**src/rtl/dmem_axi_master.sv**
```systemverilog
// Data-side AXI4-Lite master: turns one MEM-stage load/store into a single
// AXI4-Lite read or write transaction, stalling the pipeline until it completes.
module dmem_axi_master #(
    parameter int ADDR_WIDTH = 32
) (
    input  logic                  clk,
    input  logic                  rst,
    input  logic                  mem_read,
    input  logic                  mem_write,
    input  logic [1:0]            store_type,
    input  logic [ADDR_WIDTH-1:0] addr,
    input  logic [31:0]           write_data,
    output logic [31:0]           read_data_axi,
    output logic                  stall,
    output logic                  bus_error,
    output logic [ADDR_WIDTH-1:0] m_axi_awaddr,
    output logic                  m_axi_awvalid,
    input  logic                  m_axi_awready,
    output logic [2:0]            m_axi_awprot,
    output logic [31:0]           m_axi_wdata,
    output logic [3:0]            m_axi_wstrb,
    output logic                  m_axi_wvalid,
    input  logic                  m_axi_wready,
    input  logic [1:0]            m_axi_bresp,
    input  logic                  m_axi_bvalid,
    output logic                  m_axi_bready,
    output logic [ADDR_WIDTH-1:0] m_axi_araddr,
    output logic                  m_axi_arvalid,
    input  logic                  m_axi_arready,
    output logic [2:0]            m_axi_arprot,
    input  logic [31:0]           m_axi_rdata,
    input  logic [1:0]            m_axi_rresp,
    input  logic                  m_axi_rvalid,
    output logic                  m_axi_rready
);

    typedef enum logic [2:0] {
        IDLE, WR_ADDR, WR_RESP, RD_ADDR, RD_DATA, DONE
    } state_t;

    state_t                r_state;
    state_t                w_state_next;
    logic [ADDR_WIDTH-1:0] r_addr;
    logic [31:0]           r_wdata;
    logic [3:0]            r_wstrb;
    logic [31:0]           r_rdata;
    logic                  r_aw_done;
    logic                  r_w_done;
    logic                  r_err;

    logic                  w_req;
    logic                  w_aw_hs;
    logic                  w_w_hs;
    logic [31:0]           w_lane_data;
    logic [3:0]            w_lane_strb;

    assign w_req   = mem_read | mem_write;
    assign w_aw_hs = m_axi_awvalid & m_axi_awready;
    assign w_w_hs  = m_axi_wvalid & m_axi_wready;

    // Replicate narrow store data across lanes so the strobe alone selects bytes.
    always_comb begin
        w_lane_data = write_data;
        w_lane_strb = 4'b1111;
        case (store_type)
            2'b00: begin
                w_lane_data = {4{write_data[7:0]}};
                w_lane_strb = 4'b0001 << addr[1:0];
            end
            2'b01: begin
                w_lane_data = {2{write_data[15:0]}};
                w_lane_strb = 4'b0011 << {addr[1], 1'b0};
            end
            default: ;
        endcase
    end

    always_comb begin
        w_state_next  = r_state;
        m_axi_awvalid = 1'b0;
        m_axi_wvalid  = 1'b0;
        m_axi_bready  = 1'b0;
        m_axi_arvalid = 1'b0;
        m_axi_rready  = 1'b0;
        stall         = 1'b0;
        bus_error     = 1'b0;
        case (r_state)
            IDLE: begin
                stall = w_req;
                if (w_req) begin
                    w_state_next = mem_write ? WR_ADDR : RD_ADDR;
                end
            end
            WR_ADDR: begin
                stall         = 1'b1;
                m_axi_awvalid = ~r_aw_done;
                m_axi_wvalid  = ~r_w_done;
                if ((r_aw_done | (m_axi_awready & ~r_aw_done)) &&
                    (r_w_done | (m_axi_wready & ~r_w_done))) begin
                    w_state_next = WR_RESP;
                end
            end
            WR_RESP: begin
                stall        = 1'b1;
                m_axi_bready = 1'b1;
                if (m_axi_bvalid) w_state_next = DONE;
            end
            RD_ADDR: begin
                stall         = 1'b1;
                m_axi_arvalid = 1'b1;
                if (m_axi_arready) w_state_next = RD_DATA;
            end
            RD_DATA: begin
                stall        = 1'b1;
                m_axi_rready = 1'b1;
                if (m_axi_rvalid) w_state_next = DONE;
            end
            DONE: begin
                bus_error    = r_err;
                w_state_next = IDLE;
            end
            default: w_state_next = IDLE;
        endcase
        // The pipeline must not freeze while the system is held in reset.
        if (!rst) stall = 1'b0;
    end

    always_ff @(posedge clk or negedge rst) begin
        if (!rst) begin
            r_state   <= IDLE;
            r_addr    <= '0;
            r_wdata   <= '0;
            r_wstrb   <= '0;
            r_rdata   <= '0;
            r_aw_done <= 1'b0;
            r_w_done  <= 1'b0;
            r_err     <= 1'b0;
        end else begin
            r_state <= w_state_next;
            case (r_state)
                IDLE: begin
                    if (w_req) begin
                        r_addr    <= {addr[ADDR_WIDTH-1:2], 2'b00};
                        r_wdata   <= w_lane_data;
                        r_wstrb   <= w_lane_strb;
                        r_aw_done <= 1'b0;
                        r_w_done  <= 1'b0;
                        r_err     <= 1'b0;
                    end
                end
                WR_ADDR: begin
                    if (w_aw_hs) r_aw_done <= 1'b1;
                    if (w_w_hs)  r_w_done  <= 1'b1;
                end
                WR_RESP: begin
                    if (m_axi_bvalid) r_err <= (m_axi_bresp != 2'b00);
                end
                RD_DATA: begin
                    if (m_axi_rvalid) begin
                        r_rdata <= m_axi_rdata;
                        r_err   <= (m_axi_rresp != 2'b00);
                    end
                end
                default: ;
            endcase
        end
    end

    assign m_axi_awaddr  = r_addr;
    assign m_axi_araddr  = r_addr;
    assign m_axi_wdata   = r_wdata;
    assign m_axi_wstrb   = r_wstrb;
    assign m_axi_awprot  = 3'b000;
    assign m_axi_arprot  = 3'b000;
    assign read_data_axi = r_rdata;

endmodule
```
**config.mk**
```make
export PLATFORM = sky130hd
export DESIGN_NAME = dmem_axi_master
export DESIGN_NICKNAME = d
export VERILOG_FILES = /design/src/rtl/dmem_axi_master.sv
export SDC_FILE = /design/constraint.sdc
export NUM_CORES = 1
export LEC_CHECK = 0
export BUFFER_PORTS_ARGS = -buffer_cell sky130_fd_sc_hd__buf_2
export CAP_MARGIN = 10
export CORE_MARGIN = 4
export CORE_UTILIZATION = 34
export DETAILED_ROUTE_END_ITERATION = 6
export SLEW_MARGIN = 0
export SYNTH_ARGS = -nofsm -noshare
export SYNTH_HDL_FRONTEND = slang
export SYNTH_SLANG_ARGS = --single-unit
```
**constraint.sdc**
```tcl
create_clock -name clk -period 1.8 [get_ports clk]
set_input_delay 0.36 -clock clk [delete_from_list [all_inputs] [get_ports clk]]
set_output_delay 0.36 -clock clk [all_outputs]
set_load 0.03 [all_outputs]
```
Yosys cells after proc, flatten, opt, wreduce, memory -nomap -nowiden
Cells that the tools add are included.
Widths: inputs -> output; s select.
{"block": "totals", "reg_bits": 104, "inputBits": 111, "wordCells": 71}
{"block": "classes", "n_eq_ne": 13, "shift": 2, "n_mux": 25, "n_bitwise": 9, "n_reduce_logical": 14}
{"cell": "$pmux 32 s2", "n": 1}
{"cell": "$mux 3", "n": 5}
{"cell": "$pmux 3 s5", "n": 1}
{"cell": "$ne 2x2->1 const B", "n": 7}
{"cell": "$mux 1", "n": 12}
{"cell": "$pmux 4 s2", "n": 1}
{"cell": "$eq 3x2->1 const B", "n": 2}
{"cell": "$eq 3x3->1 const B", "n": 2}
{"cell": "$pmux 1 s2", "n": 3}
{"cell": "$reduce_and 3->1", "n": 2}
{"cell": "$reduce_bool 2->1", "n": 3}
{"cell": "$reduce_and 5->1", "n": 1}
{"cell": "$and 1x1->1", "n": 4}
{"cell": "$reduce_and 2->1", "n": 2}
{"cell": "$reduce_and 4->1", "n": 1}
{"cell": "$reduce_or 4->1", "n": 1}
{"cell": "$shl 1x2->4 const A", "n": 1}
{"cell": "$shl 2x2->4 const A", "n": 1}
{"cell": "$eq 3x1->1 const B", "n": 1}
{"cell": "$logic_not 3->1", "n": 1}
{"cell": "$or 1x1->1", "n": 3}
{"cell": "$pmux 1 s3", "n": 1}
{"cell": "$reduce_bool 3->1", "n": 1}
{"cell": "$eq 2x1->1 const B", "n": 1}
{"cell": "other kinds (4)", "n": 5}

Logic depth before layout (Yosys ltp)
Gate-level depths: netlist (run 1).
{"block": "depth", "ltp_word": 6, "ltp_mapped": 5}

Least setup slack after synthesis (run 1)
OpenSTA, ideal clock, no wires.
{"block": "synth_timing", "path_type": "register -> output", "from": "reg r_state[0]", "to": "out m_axi_awvalid", "arrival_time_ps": 1517, "required_ps": 1440, "slack_ps": -77, "path_stages_with_launch": 5, "path_cell_list": "dfrtp_1 -> clkbuf_1 -> inv_1 -> or3_1 -> nor2_1"}
{"block": "synth_via", "elab_chain_cells": 2}
{"item": "start, declared", "line": "41", "source": "state_t r_state;"}
{"item": "start signal, assigned", "line": "139", "source": "r_state <= w_state_next;"}
{"item": "$eq 3x1->1", "line": "87", "source": "case (r_state)"}
{"item": "$mux 1", "line": "87"}
{"item": "end, declared", "line": "17", "source": "output logic m_axi_awvalid,"}
No other way between the ends.

Worst setup path after layout (run 1)
{"block": "layout_timing", "from": "reg r_state[2]", "to": "out stall"}
{"block": "layout_via", "elab_chain_cells": 4, "elab_cells_between_ends": 8, "classes_between": "eq/ne (4); mux (2); reduce/logical (2)"}
{"item": "$eq 3x3->1 (tied with other cells)", "line": "87"}
{"item": "$reduce_or 4->1 (no source line)"}
{"item": "$pmux 1 s2 (*)", "line": "87"}
{"item": "$mux 1 (*)", "line": "125", "source": "if (!rst) stall = 1'b0;"}
{"item": "end, declared", "line": "14", "source": "output logic stall,"}
Mark *: on every way between the ends. The rest lies on a longest branch, timed or not.

==> results of run 1 <==
[worst max-delay path: cells and delay by family (launching register included)]
kind / cells / cell delay (ns)
AND/OR/NAND/NOR: 1 / 0.40
AO/OA/AOI/OAI: 1 / 0.31
buffers and inverters: 1 / 0.14
flip-flops: 1 / 0.38
[flip-flops by register name, indices dropped and copies added (netlist names)]
name	flops
m_axi_wdata	32
read_data_axi	32
m_axi_araddr	30
m_axi_wstrb	4
r_state	3
r_aw_done	1
r_err	1
r_w_done	1
[cells in the final DEF (no fill, tap or decap), types with 2 or more instances in the layout]
cell type,netlist,layout
buf_6,2,9
nor2_4,0,3
a21o_1,2,2
a21oi_1,6,6
dfrtp_1,104,104
mux2_1,2,2
mux2_2,77,77
mux2i_1,25,25
nand2b_1,6,5
bufinv_16,0,3
conb_1,1,10
a22oi_1,2,2
buf_2,4,237
buf_4,45,18
nor2_1,11,8
o21ai_0,49,48
inv_1,3,2
clkinvlp_4,0,2
nand2_1,10,10
clkbuf_16,0,9
buf_12,0,3
or3_4,1,2
[repair_timing]
action,CTS,global route
resized for setup,20,10
hold buffers,0,0
buffers inserted,4,1
endpoints found under the setup margin,9,38
gates cloned,0,0
pin swaps,4,3
endpoints found under the hold margin,0,0
[how the worst min path moves through the flow]
stage / startpoint / end / slack (ns) / depth (start not counted)
6_report: rst / m_axi_wdata[6] / 0.08 / 2
5_1_grt: rst / m_axi_wdata[2] / 0.12 / 2
4_1_cts: rst / m_axi_wdata[2] / 0.13 / 2
3_5_place_dp: m_axi_wdata[29] / m_axi_wdata[29] / 0.47 / 1
2_1_floorplan: rst / m_axi_araddr[10] / 0.06 / 0
3_3_place_gp: m_axi_wdata[28] / m_axi_wdata[28] / 0.47 / 1
[stage by stage]
stage	instance area (um^2)	cells	power [mW]	TNS, ns	hold WS, ns
final	6460	782	14.3	-0.427	0.0824
after global routing	6460	782	15.1	-0.708	0.115
after CTS	6420	781	14.4	-0.537	0.131
after detailed placement	5970	762	11.9	-0.0177	0.472
after global placement	5970	762	11.7	0	0.467
after floorplan	4780	386	9.89	-0.157	0.0644
[per-layer routing]
layer / part of all wire, % / GRT usage (%)
met5: 0 / 0
met4: 1.6 / 5.30
met3: 8.8 / 4.83
met2: 54 / 29.2
met1: 36 / 17.2
[cell families (layout without fill, tap and decap cells)]
family	count (synthesis)	count (layout)	share of synthesized area, %
AOI/OAI and AO/OA	65	65	7.51
buffers and inverters	65	285	9.12
DFF	104	104	54.8
muxes	105	105	24.3
other	1	10	0.0790
and+or+nand+nor	37	37	4.14
[area by class of cell]
| type | instances | area [um^2] |
|---|---|---|
| Clock inverter | 5 | 105 |
| Fill cell | 1274 | 7000 |
| Timing Repair Buffer | 267 | 1480 |
| Inverter | 3 | 11.3 |
| Sequential cell | 104 | 2600 |
| Clock buffer | 10 | 239 |
| Tap cell | 176 | 220 |
| Multi-Input combinational cell | 217 | 1800 |
[where the power goes]
| group | internal [mW] | switching [mW] |
|---|---|---|
| clock network | 1.39 | 0.862 |
| registers | 3.53 | 0.674 |
| logic | 2.82 | 5.03 |
| total | 7.74 | 6.56 |
==> impl_metrics.tcl, run 1 <==
set metrics [dict create \
    ys.flop_type "dfrtp_1" \
    h-tree-depth 3 \
    rsz0062_at_grt "true" \
    synth_edf_count 0 \
    synth.area.top_cells "dfrtp_1 55%, mux2_2 18%, buf_4 7.1%" \
    required_ns 1.44 \
    ir_drop_uv 823 \
    grt-ovfl-total 0 \
    leakagePower_nw 3.24 \
    post-route-util_pct 48.0 \
    crit_type "reg -> out" \
    diodes 0 \
    fin_nets 713 \
    hold_viol 0 \
    row_count 42 \
    netlist_instances 377 \
    place_hpwl_um 9660 \
    ant_nets 0 \
    dieArea_mm2 0.0159 \
    timing.final.crit_share_pct 107 \
    crit-reg2reg-launch "r_state[0]" \
    clockBufferDepth 2 \
    finalSetupViolCount 4 \
    first_pass_iters 4 \
    worst_pin_slew_ns 0.588 \
    start_kind "flip-flop" \
    relSlewSlack_pct 60.8 \
    die_w_um 126 \
    cp_slowest_cell "or3_4" \
    drive_above_1_share_pct 61.4 \
    clockRootBuffer "clkbuf_16" \
    clkTransAtPathRegs_ns 0.07 \
    numPortBuffers 245 \
    r2r_setup_slack_ns 0.02 \
    worst-path-max-fanout 2 \
    yosys_register_bits 104 \
    wl_per_cell_um 16.3 \
    slew_viol_final 0 \
    place.gp.congestion 0.844 \
    crit_start "r_state[2]" \
    synth_top_area_cell "dfrtp_1" \
    setup_ws_ns -0.132 \
    fin_skew_ns 0.00733 \
    wl_um 12700 \
    grt_usage_pct 15.8 \
    worstSkewPairLatency_ns 0.35 \
    coreArea_mm2 0.0135 \
    cap_violations 0 \
    arrival_ns 1.57 \
    postSynthAreaPerCell_um2 12.6 \
    grt_first_pass_wirelength_um 20000 \
    worstHoldPathType "in -> async" \
    yosysUniqueCellTypes 34 \
    cts_tree "built" \
    fp.dieH_um 126 \
    netlist_area_mm2 0.00475 \
    clock-sinks 104 \
    min_period_ns 1.93 \
    r2r_cells 6 \
    async_flop_share_pct 100 \
    grt_start_max_net_pins 105 \
    vias 3667 \
    grt_pass1_vias 3905 \
    layout-area-overhead-vs-synth_pct 36.0 \
    vias_per_cell 4.69 \
    max_stage_delay_ns 0.40 \
    r2r_end "r_err" \
    violations "negative setup slack" \
    synth_warnings 0 \
    cp_cell_sequence "or3_4 -> o311a_1 -> buf_6" \
    synth_most_common_cell "dfrtp_1" \
    ys_seq_area_share_pct 54.8 \
    cp-end-kind "output pin" \
    drc_errors 0 \
    cts_buffers 9 \
    ios 256 \
    ys_top_cells_by_count "104 x dfrtp_1, 77 x mux2_2, 49 x o21ai_0" \
    antenna_found_initial 0 \
    drtIter0Drc 111 \
    dp_slack_ns -0.0177 \
    run_status "complete, but fails checks" \
    endpoint "stall" \
    power-per-cell-area_mw_per_mm2 2220 \
    synth.top_cell.area_share_pct 54.8 \
    max_freq_ghz 0.518 \
    start_util_pct 35.3 \
]
Power figures use the tool's default switching activity.
==> run 2: changes to the inputs <==
CORE_MARGIN = 5   (was 4)
SKIP_LAST_GASP = 1   (was unset)
==> impl_metrics.tcl, run 2 (synthesis gave the netlist of run 1 again) <==
set metrics [dict create \
    vias_per_cell 4.64 \
    cp-end-kind "output pin" \
    crit_type "reg -> out" \
    worst_pin_slew_ns 0.555 \
    coreArea_mm2 0.0138 \
    leakagePower_nw 3.26 \
    grt_usage_pct 15.2 \
    numPortBuffers 245 \
    cts_tree "built" \
    worstSkewPairLatency_ns 0.34 \
    clockRootBuffer "clkbuf_16" \
    rsz0062_at_grt "true" \
    grt_start_max_net_pins 105 \
    finalSetupViolCount 5 \
    dieArea_mm2 0.0164 \
    diodes 0 \
    cap_violations 0 \
    final_cell_area_mm2 0.00648 \
    grt-ovfl-total 0 \
    start_kind "flip-flop" \
    wl_per_cell_um 16.1 \
    ir_drop_uv 935 \
    fin_cells 788 \
    fin_nets 715 \
    drc_errors 0 \
    wl_um 12700 \
    first_pass_iters 4 \
    clock-sinks 104 \
    cts_buffers 9 \
    required_ns 1.44 \
    ios 256 \
    power.total_mw 14.3 \
    vias 3653 \
    multi_input_area_mm2 0.00179 \
    seqCellArea_mm2 0.00260 \
    worstHoldPathType "in -> async" \
    drive_above_1_share_pct 61.2 \
    setup_tns_ns -0.374 \
    fin_skew_ns 0.00786 \
    clkTransAtPathRegs_ns 0.07 \
    slew_viol_final 0 \
    ant_nets 0 \
    start_util_pct 34.5 \
    fill_cells 1263 \
    fp.dieH_um 128 \
    drtIter0Drc 118 \
    grt_first_pass_wirelength_um 19700 \
    antenna_found_initial 0 \
    die_w_um 128 \
    run_status "complete, but fails checks" \
    clockBufferDepth 2 \
    min_period_ns 1.94 \
    max_freq_ghz 0.515 \
    setup_ws_ns -0.142 \
    power-per-cell-area_mw_per_mm2 2200 \
    h-tree-depth 3 \
    place_hpwl_um 9550 \
    violations "negative setup slack" \
    place.gp.congestion 0.818 \
    cts_hold_buffers 0 \
    placed_area_mm2 0.00598 \
    arrival_ns 1.58 \
    hold_viol 0 \
    final_cell_mix "237 x buf_2, 104 x dfrtp_1, 77 x mux2_2" \
    row_count 43 \
    dp_cells 763 \
    grt_pass1_vias 3870 \
    relSlewSlack_pct 63.0 \
    timing.final.crit_share_pct 108 \
    layout-area-overhead-vs-synth_pct 36.5 \
    mostFrequentLayoutCell "buf_2" \
    worst-path-max-fanout 2 \
    hold_slack_ns 0.0890 \
]
## run 2: cell type report
type                            count  area share (%)
Clock buffer                       10            3.53
Clock inverter                      5            1.64
Inverter                            3           0.174
Multi-Input combinational cell    217            27.6
Sequential cell                   104            40.2
Tap cell                          180            3.48
Timing Repair Buffer              269            23.4
## run 2: metrics by stage
step	util [%]	worst slack, ns
floorplan	-	-0.0773
global placement	43.4	0.158
detailed placement	43.4	0.135
CTS	46.7	-0.176
global route	47.0	-0.185
finish	47.0	-0.142
## run 2: worst paths after layout
path	from	end	slack [ns]	depth (start not counted)
worst min register to register	m_axi_wdata[29]	m_axi_wdata[29]	0.48	1
worst max-delay path	r_state[1]	stall	-0.14	3
min in group clk	addr[10]	m_axi_araddr[10]	0.25	2
worst min-delay path	rst	m_axi_araddr[11]	0.09	2
max in group asynchronous	rst	read_data_axi[10]	1.29	2
worst max register to register	r_state[1]	m_axi_araddr[9]	0	5
## run 2: per-layer routing
layer | GRT usage (%) | wire length (um)
met1 | 17.5 | 5030
met2 | 26.3 | 6260
met3 | 4.50 | 1170
met4 | 6.30 | 248
met5 | 0 | 0
## run 2: repair_timing
action / 4_1_cts / 5_1_grt
endpoints found under the setup margin: 7 / 47
cloned: 0 / 1
gates resized for setup: 17 / 5
endpoints found under the hold margin: 0 / 0
buffers inserted: 8 / 1
pin swaps: 3 / 0
## run 2: worst max-delay path, stage by stage (launching register included)
cell and delay [ns]:
dfrtp_1 0.40, or3_4 0.40, o311a_1 0.31, buf_6 0.14
## run 2: report_power, final
group	switching, mW	total, mW	internal (mW)
Sequential	0.663	4.19	3.53
Combinational	5.04	7.89	2.85
Clock	0.837	2.19	1.35
